`src/rtl/server_rx_monitor_pkg.sv`:
```
// Shared constants, types and helpers for the server rx monitor.
// Error codes, ethertype, MAC head, FSM states, report bundle.
package server_rx_monitor_pkg;

  localparam logic [2:0] ERR_OK    = 3'd0;
  localparam logic [2:0] ERR_RUNT  = 3'd1;
  localparam logic [2:0] ERR_DEST  = 3'd2;
  localparam logic [2:0] ERR_ETYPE = 3'd3;
  localparam logic [2:0] ERR_LEN   = 3'd4;
  localparam logic [2:0] ERR_TUSER = 3'd5;

  localparam logic [15:0] ETH_IPV4 = 16'h0800;
  localparam logic [31:0] MAC_HEAD = 32'h8DBC_5C4A;

  typedef enum logic [1:0] {
    S_IDLE,
    S_HDR1,
    S_PAYLOAD,
    S_DRAIN
  } rx_state_e;

  typedef struct packed {
    logic [47:0] src;
    logic [63:0] lat;
    logic [15:0] len;
    logic [2:0]  err;
  } rx_rpt_t;

  function automatic logic [15:0] sat_inc16(
    input logic [15:0] v
  );
    return (v == 16'hFFFF) ? v : v + 16'd1;
  endfunction

  function automatic logic [31:0] sat_inc32(
    input logic [31:0] v
  );
    return (v == 32'hFFFF_FFFF) ? v : v + 32'd1;
  endfunction

  function automatic logic [2:0] pick_err(
    input logic runt,
    input logic dest,
    input logic etype,
    input logic len,
    input logic tuser
  );
    if (runt)       return ERR_RUNT;
    else if (dest)  return ERR_DEST;
    else if (etype) return ERR_ETYPE;
    else if (len)   return ERR_LEN;
    else if (tuser) return ERR_TUSER;
    else            return ERR_OK;
  endfunction

endpackage

```
`src/rtl/server_rx_monitor_if.sv`:
```
// AXI-stream packet bus into the rx monitor.
// master drives tvalid/tdata/tlast/tkeep/tuser; slave drives tready.
interface server_rx_monitor_if;
  logic        tvalid;
  logic [63:0] tdata;
  logic        tlast;
  logic [7:0]  tkeep;
  logic        tuser;
  logic        tready;

  modport master (
    output tvalid, tdata, tlast, tkeep, tuser,
    input  tready
  );

  modport slave (
    input  tvalid, tdata, tlast, tkeep, tuser,
    output tready
  );
endinterface

```
`src/rtl/rx_lat_stats.sv`:
```
// Packet statistics: good/bad counters, latency min/max/sum.
// Ports: i_clr clears (wins over i_upd); i_upd/i_good/i_lat per report.
module rx_lat_stats
  import server_rx_monitor_pkg::*;
(
  input  logic        i_clk,
  input  logic        i_rst,
  input  logic        i_clr,
  input  logic        i_upd,
  input  logic        i_good,
  input  logic [63:0] i_lat,
  output logic [31:0] o_rx_pkt_cnt,
  output logic [31:0] o_err_cnt,
  output logic [63:0] o_lat_min,
  output logic [63:0] o_lat_max,
  output logic [63:0] o_lat_sum
);

  logic [64:0] sum_ext;

  assign sum_ext = {1'b0, o_lat_sum} + {1'b0, i_lat};

  always_ff @(posedge i_clk or posedge i_rst) begin
    if (i_rst) begin
      o_rx_pkt_cnt <= '0;
      o_err_cnt    <= '0;
      o_lat_min    <= '1;
      o_lat_max    <= '0;
      o_lat_sum    <= '0;
    end else if (i_clr) begin
      o_rx_pkt_cnt <= '0;
      o_err_cnt    <= '0;
      o_lat_min    <= '1;
      o_lat_max    <= '0;
      o_lat_sum    <= '0;
    end else if (i_upd) begin
      if (i_good) begin
        o_rx_pkt_cnt <= sat_inc32(o_rx_pkt_cnt);
        o_lat_sum    <= sum_ext[64] ? '1
                                    : sum_ext[63:0];
        if (i_lat < o_lat_min) o_lat_min <= i_lat;
        if (i_lat > o_lat_max) o_lat_max <= i_lat;
      end else begin
        o_err_cnt <= sat_inc32(o_err_cnt);
      end
    end
  end

endmodule

```
`src/rtl/server_rx_monitor.sv`:
```
// Rx monitor: parses test packets, reports latency and errors.
// Ports: AXIS slave bus, timestamp, stat clear, report + stats outputs.
module server_rx_monitor
  import server_rx_monitor_pkg::*;
#(
  parameter logic [47:0] P_MY_PORT_MAC = {MAC_HEAD, 16'h0001},
  parameter int          P_PKT_LEN     = 128
) (
  input  logic                i_clk,
  input  logic                i_rst,
  input  logic [63:0]         i_time_stamp,
  input  logic                i_clr_stat,
  server_rx_monitor_if.slave  rx_axis,
  output logic                o_pkt_valid,
  output logic [47:0]         o_src_mac,
  output logic [63:0]         o_latency,
  output logic [15:0]         o_pkt_len,
  output logic [2:0]          o_err_code,
  output logic [31:0]         o_rx_pkt_cnt,
  output logic [31:0]         o_err_cnt,
  output logic [63:0]         o_lat_min,
  output logic [63:0]         o_lat_max,
  output logic [63:0]         o_lat_sum
);

  localparam logic [15:0] LEN_W = 16'(P_PKT_LEN);

  rx_state_e   state, state_n;
  logic [15:0] cnt, cnt_n, beat;
  logic        dest_bad, dest_bad_n;
  logic        etype_bad, etype_bad_n;
  logic [47:0] src, src_n;
  logic [63:0] tx_ts, tx_ts_n;
  logic        runt;
  logic        rpt_v;
  rx_rpt_t     rpt;
  logic        unused_tkeep;

  assign rx_axis.tready = 1'b1;
  assign unused_tkeep   = ^rx_axis.tkeep;

  // cnt is 0 in IDLE, so beat is the 1-based index of this beat
  assign beat = sat_inc16(cnt);

  always_ff @(posedge i_clk or posedge i_rst) begin
    if (i_rst) begin
      state     <= S_IDLE;
      cnt       <= '0;
      dest_bad  <= 1'b0;
      etype_bad <= 1'b0;
      src       <= '0;
      tx_ts     <= '0;
    end else begin
      state     <= state_n;
      cnt       <= cnt_n;
      dest_bad  <= dest_bad_n;
      etype_bad <= etype_bad_n;
      src       <= src_n;
      tx_ts     <= tx_ts_n;
    end
  end

  always_comb begin
    state_n     = state;
    cnt_n       = cnt;
    dest_bad_n  = dest_bad;
    etype_bad_n = etype_bad;
    src_n       = src;
    tx_ts_n     = tx_ts;
    runt        = 1'b0;
    rpt_v       = 1'b0;
    rpt         = '0;
    if (rx_axis.tvalid) begin
      cnt_n = rx_axis.tlast ? 16'd0 : beat;
      unique case (state)
        S_IDLE: begin
          dest_bad_n  = rx_axis.tdata[63:16]
                        != P_MY_PORT_MAC;
          etype_bad_n = 1'b0;
          src_n       = {rx_axis.tdata[15:0], 32'h0};
          runt        = 1'b1;
          if (!rx_axis.tlast) state_n = S_HDR1;
        end
        S_HDR1: begin
          src_n[31:0] = rx_axis.tdata[63:32];
          etype_bad_n = rx_axis.tdata[31:16]
                        != ETH_IPV4;
          runt        = 1'b1;
          state_n     = rx_axis.tlast ? S_IDLE
                                      : S_PAYLOAD;
        end
        S_PAYLOAD: begin
          if (cnt == 16'd2) tx_ts_n = rx_axis.tdata;
          if (rx_axis.tlast)     state_n = S_IDLE;
          else if (beat > LEN_W) state_n = S_DRAIN;
        end
        S_DRAIN: begin
          if (rx_axis.tlast) state_n = S_IDLE;
        end
        default: state_n = S_IDLE;
      endcase
      if (rx_axis.tlast) begin
        rpt_v   = 1'b1;
        rpt.src = src_n;
        rpt.len = beat;
        rpt.lat = runt ? 64'd0
                       : i_time_stamp - tx_ts_n;
        rpt.err = pick_err(runt, dest_bad_n,
                           etype_bad_n,
                           beat != LEN_W,
                           rx_axis.tuser);
      end
    end
  end

  always_ff @(posedge i_clk or posedge i_rst) begin
    if (i_rst) begin
      o_pkt_valid <= 1'b0;
      o_src_mac   <= '0;
      o_latency   <= '0;
      o_pkt_len   <= '0;
      o_err_code  <= '0;
    end else begin
      o_pkt_valid <= rpt_v;
      if (rpt_v) begin
        o_src_mac  <= rpt.src;
        o_latency  <= rpt.lat;
        o_pkt_len  <= rpt.len;
        o_err_code <= rpt.err;
      end
    end
  end

  rx_lat_stats u_stats (
    .i_clk        (i_clk),
    .i_rst        (i_rst),
    .i_clr        (i_clr_stat),
    .i_upd        (rpt_v),
    .i_good       (rpt.err == ERR_OK),
    .i_lat        (rpt.lat),
    .o_rx_pkt_cnt (o_rx_pkt_cnt),
    .o_err_cnt    (o_err_cnt),
    .o_lat_min    (o_lat_min),
    .o_lat_max    (o_lat_max),
    .o_lat_sum    (o_lat_sum)
  );

endmodule
```
`src/flat_wrapper.sv`:
```
// flat-port wrapper written by rule: the top's interface ports become plain ports
module server_rx_monitor_flat import server_rx_monitor_pkg::*;
#(
  parameter logic [47:0] P_MY_PORT_MAC = {MAC_HEAD, 16'h0001},
  parameter int          P_PKT_LEN     = 128
)
  (i_clk, i_rst, i_time_stamp, i_clr_stat, o_pkt_valid, o_src_mac, o_latency, o_pkt_len, o_err_code, o_rx_pkt_cnt, o_err_cnt, o_lat_min, o_lat_max, o_lat_sum, rx_axis_tvalid, rx_axis_tdata, rx_axis_tlast, rx_axis_tkeep, rx_axis_tuser, rx_axis_tready);
  server_rx_monitor_if rx_axis_i ();
  input  logic i_clk;
  input  logic i_rst;
  input  logic [63:0] i_time_stamp;
  input  logic i_clr_stat;
  output logic o_pkt_valid;
  output logic [47:0] o_src_mac;
  output logic [63:0] o_latency;
  output logic [15:0] o_pkt_len;
  output logic [2:0] o_err_code;
  output logic [31:0] o_rx_pkt_cnt;
  output logic [31:0] o_err_cnt;
  output logic [63:0] o_lat_min;
  output logic [63:0] o_lat_max;
  output logic [63:0] o_lat_sum;
  input wire logic [$bits(rx_axis_i.tvalid)-1:0] rx_axis_tvalid;
  input wire logic [$bits(rx_axis_i.tdata)-1:0] rx_axis_tdata;
  input wire logic [$bits(rx_axis_i.tlast)-1:0] rx_axis_tlast;
  input wire logic [$bits(rx_axis_i.tkeep)-1:0] rx_axis_tkeep;
  input wire logic [$bits(rx_axis_i.tuser)-1:0] rx_axis_tuser;
  output wire logic [$bits(rx_axis_i.tready)-1:0] rx_axis_tready;
  assign rx_axis_i.tvalid = rx_axis_tvalid;
  assign rx_axis_i.tdata = rx_axis_tdata;
  assign rx_axis_i.tlast = rx_axis_tlast;
  assign rx_axis_i.tkeep = rx_axis_tkeep;
  assign rx_axis_i.tuser = rx_axis_tuser;
  assign rx_axis_tready = rx_axis_i.tready;
  server_rx_monitor #(.P_MY_PORT_MAC(P_MY_PORT_MAC), .P_PKT_LEN(P_PKT_LEN)) u_core (.i_clk(i_clk), .i_rst(i_rst), .i_time_stamp(i_time_stamp), .i_clr_stat(i_clr_stat), .rx_axis(rx_axis_i), .o_pkt_valid(o_pkt_valid), .o_src_mac(o_src_mac), .o_latency(o_latency), .o_pkt_len(o_pkt_len), .o_err_code(o_err_code), .o_rx_pkt_cnt(o_rx_pkt_cnt), .o_err_cnt(o_err_cnt), .o_lat_min(o_lat_min), .o_lat_max(o_lat_max), .o_lat_sum(o_lat_sum));
endmodule
```
`config.mk`:
```
export PLATFORM = sky130hd
export DESIGN_NAME = server_rx_monitor_flat
export DESIGN_NICKNAME = d
export VERILOG_FILES = /design/src/rtl/server_rx_monitor_pkg.sv /design/src/rtl/server_rx_monitor_if.sv /design/src/rtl/rx_lat_stats.sv /design/src/rtl/server_rx_monitor.sv /design/src/flat_wrapper.sv
export SDC_FILE = /design/constraint.sdc
export NUM_CORES = 2
export LEC_CHECK = 0
export CORE_MARGIN = 2
export CORE_UTILIZATION = 45
export DETAILED_ROUTE_END_ITERATION = 16
export PLACE_DENSITY_LB_ADDON = 0.25
export SYNTH_ARGS = -nofsm -noshare
export SYNTH_HDL_FRONTEND = slang
export SYNTH_SLANG_ARGS = --single-unit
```
`constraint.sdc`:
```
create_clock -name i_clk -period 36.3 [get_ports i_clk]
set_input_delay 7.26 -clock i_clk [delete_from_list [all_inputs] [get_ports i_clk]]
set_output_delay 7.26 -clock i_clk [all_outputs]
set_load 0.05 [all_outputs]
```
==> results.py <==
metrics = {
    "placed_design": {
        "place_hpwl_um": 87310,
        "place.gp.congestion": 0.9405,
        "port-buffer-count": 521,
        "placed_cell_area_mm2": 0.03924,
        "place_inst": 5173,
    },
    "sta": {
        "hold_ws_ns": 0.4734,
        "post-route-min-period_ns": 14.97,
        "clock-skew-final_ns": 0.01862,
        "setup-tns-final_ns": 0,
        "worstMarginPinSlew_ns": 1.264,
        "slew_headroom": 0.1570,
        "fin_crit_sh": 0.4123,
        "hold_violations": 0,
        "rsz0062_at_grt": "false",
        "setup_viol_count_final": 0,
        "fmax_ghz": 0.06681,
        "drv_slew": 0,
    },
    "die": {
        "num_rows": 99,
        "die_w_um": 275.4,
        "initial_core_util": 0.4544,
        "dieArea_mm2": 0.07585,
        "ios": 531,
        "coreArea_mm2": 0.07296,
        "die_y_um": 275.4,
    },
    "cells_and_area": {
        "layoutNonFillerInstCount": 5303,
        "final_nets": 4677,
        "multi_input_area_mm2": 0.01851,
        "num-fill-cells": 6667,
        "synthToLayoutAreaGrowth_pct": 24.37,
        "drive_above_1_share": 0.06432,
        "final_area_mm2": 0.04123,
        "regArea_mm2": 0.01309,
    },
    "synthesis": {
        "synth.avg_cell_area_um2": 8.624,
        "ys_ff_latch": 520,
        "synth_fp_nets": 4246,
        "yosys.area.top_type": "dfrtp_1",
        "ys_seq_area_frac": 0.3950,
        "synth_area_leaders": "dfrtp_1 (34%), ha_1 (9.7%), a21oi_1 (6.5%), nand2_1 (5.3%), dfstp_2 (5.1%)",
        "synth_area_mm2": 0.03315,
        "synthDistinctLibCells": 92,
        "synthDominantCellAreaShare": 0.3442,
        "yosysMostFrequentCell": "nand2_1",
        "ys_async_sr_fraction": 1.000,
        "yosys_warnings": 0,
        "synth_flop_cell": "dfrtp_1",
        "synth_commonest_cells": "nand2_1 (470), dfrtp_1 (456), a21oi_1 (431)",
        "synthCells": 3844,
        "synth_edf_count": 0,
    },
    "power_and_ir_drop": {
        "peakVddDrop_mv": 0.05106,
        "fin_total_pwr_uw": 2085,
        "power_density_mw_per_mm2": 50.57,
        "leakagePower_uw": 0.01881,
    },
    "detailed_routing": {
        "first_pass_iters": 8,
        "drtIter0Drc": 2514,
        "routed_wirelength_um": 115300,
        "wl_per_cell_um": 21.74,
        "drc": 0,
        "viasPerCell": 5.765,
        "antenna_left": 0,
        "dr_total_vias": 30570,
    },
    "clock_tree": {
        "clockBufferDepth": 3,
        "cts_resized": 0,
        "postCtsSetupRepairBufs": 0,
        "numCtsBuffers": 59,
        "cts_hold_buf": 0,
        "htree_levels": 2,
        "cts.clk_slew.worst_paths_ns": 0.06,
        "insertion_delay_ns": 0.62,
        "cts.sinks": 520,
        "cts_root_buf": "clkbuf_16",
        "cts_tree": "done",
    },
    "global_route": {
        "busiest_layer": "met2",
        "use_met1": 0.3795,
        "grt_overflow": 0,
        "met3_usage": 0.05359,
        "antenna_found_initial": 28,
        "track_usage": 0.2950,
        "globalRouteMet2Util": 0.4854,
        "grt_max_degree": 148,
        "grt_pass1_vias": 29320,
        "grt_pass1_wl_um": 173300,
    },
    "critical_path": {
        "path_buf_inv": 5,
        "startpoint_type": "primary input",
        "end_kind": "register",
        "max_stage_delay_ns": 0.58,
        "crit_arrival_ns": 15.50,
        "critPathSlowestCell": "a211oi_1",
        "required_ns": 36.83,
        "critical_path_class": "in -> reg",
        "path_max_fanout": 47,
        "path_delay_family": "compound AO/OA/AOI/OAI gates",
    },
    "status": {
        "status": "finished, final reports clean",
    },
    "hold_path": {
        "hold_class": "reg -> reg",
    },
    "job": {
        "drv_cap": 0,
    },
}
area by class of cell:
type                       instances  area share
timing repair buffer             576      0.1367
tap                              959     0.02910
inverter                         212     0.01951
multi-input combinational       2906      0.4489
clock inverter                    19    0.003915
sequential                       520      0.3176
antenna                           22    0.001335
clock buffer                      89     0.04297
metal layers:
metal	part of all wire	vias to the layer above
li1	-	14490
met5	0.00050	-
met4	0.043	10
met2	0.48	1043
met3	0.066	235
met1	0.41	14790
worst reg2reg max path, delay by kind of cell (launching register included):
| kind | cells | cell delay (ns) |
|---|---|---|
| buf+inv | 4 | 2.12 |
| mux | 1 | 0.37 |
| flops | 1 | 0.34 |
| fa+ha+maj | 2 | 0.82 |
| simple gates | 8 | 1.92 |
| xor+xnor | 1 | 0.49 |
| compound gates | 15 | 4.11 |
per-stage QoR:
| step | utilization | setup slack, ns |
|---|---|---|
| 2_1_floorplan | - | 14.62 |
| 3_3_place_gp | 0.5378 | 20.95 |
| 3_5_place_dp | 0.5378 | 20.87 |
| 4_1_cts | 0.5643 | 21.49 |
| 5_1_grt | 0.5650 | 20.76 |
| 6_report | 0.5651 | 21.33 |
cells by family after synthesis:
kind of cell    count (synthesis)  share of synthesized area
fa+ha+maj                     260                    0.09859
compound gates               1179                     0.2130
flops                         520                     0.3950
simple gates                 1182                     0.1651
mux                           107                    0.03303
xor+xnor                      177                    0.04677
buf+inv                       418                    0.04854
other cells                     1                  0.0001131
power breakdown:
group	switching, uW	internal, uW	total (uW)
logic	516	268	784
registers	42.9	657	700
clock network	252	349	601
total	810	1270	2080
path summary, 6_finish.rpt:
path / startpoint / slack [ns] / end / cells past startpoint
max: rx_axis_tdata[0] / 21.33 / u_core.u_stats.o_lat_sum[6] / 28
min: u_core.o_latency[48] / 0.47 / u_core.o_latency[48] / 1
max reg2reg: u_core.state[1] / 25.99 / u_core.u_stats.o_lat_sum[6] / 31
min reg2reg: u_core.o_latency[48] / 0.47 / u_core.o_latency[48] / 1
max in group asynchronous: i_rst / 26.07 / u_core.state[1] / 5
min in group asynchronous: i_rst / 7.16 / u_core.u_stats.o_lat_sum[60] / 2
registers in the layout (all words and copies together), names as in the netlist:
register / cells
u_core.o_pkt_valid: 1
u_core.u_stats.o_lat_min: 64
u_core.u_stats.o_rx_pkt_cnt: 32
u_core.u_stats.o_lat_sum: 64
u_core.tx_ts: 64
u_core.u_stats.o_lat_max: 64
u_core.cnt: 16
u_core.dest_bad: 1
u_core.o_latency: 64
u_core.o_err_code: 3
u_core.etype_bad: 1
u_core.o_pkt_len: 16
u_core.o_src_mac: 48
u_core.u_stats.o_err_cnt: 32
u_core.state: 2
u_core.src: 48
cells in the final DEF, fill, tap and decap left out, types with 16 or more instances in the layout:
master           count
and3_1              30
and2_1              18
nand2_1            468
o21ai_0            325
dfstp_2             64
or3_1               16
nor2_1             321
buf_4               56
nor2b_1             21
dfrtp_1            455
mux2i_1             88
nor3_1              27
nand3_1             79
diode_2             22
o21a_1              18
o211ai_1            45
mux2_2              19
a21o_1             160
inv_1              210
nand4_1             99
o21bai_1            28
nor4_1              17
clkdlybuf4s50_1    519
xor2_1              88
o31ai_1             21
a21oi_1            431
a31oi_1             22
ha_1               258
xnor2_1             89
clkbuf_16           61
(Power assumes the default switching activity.)
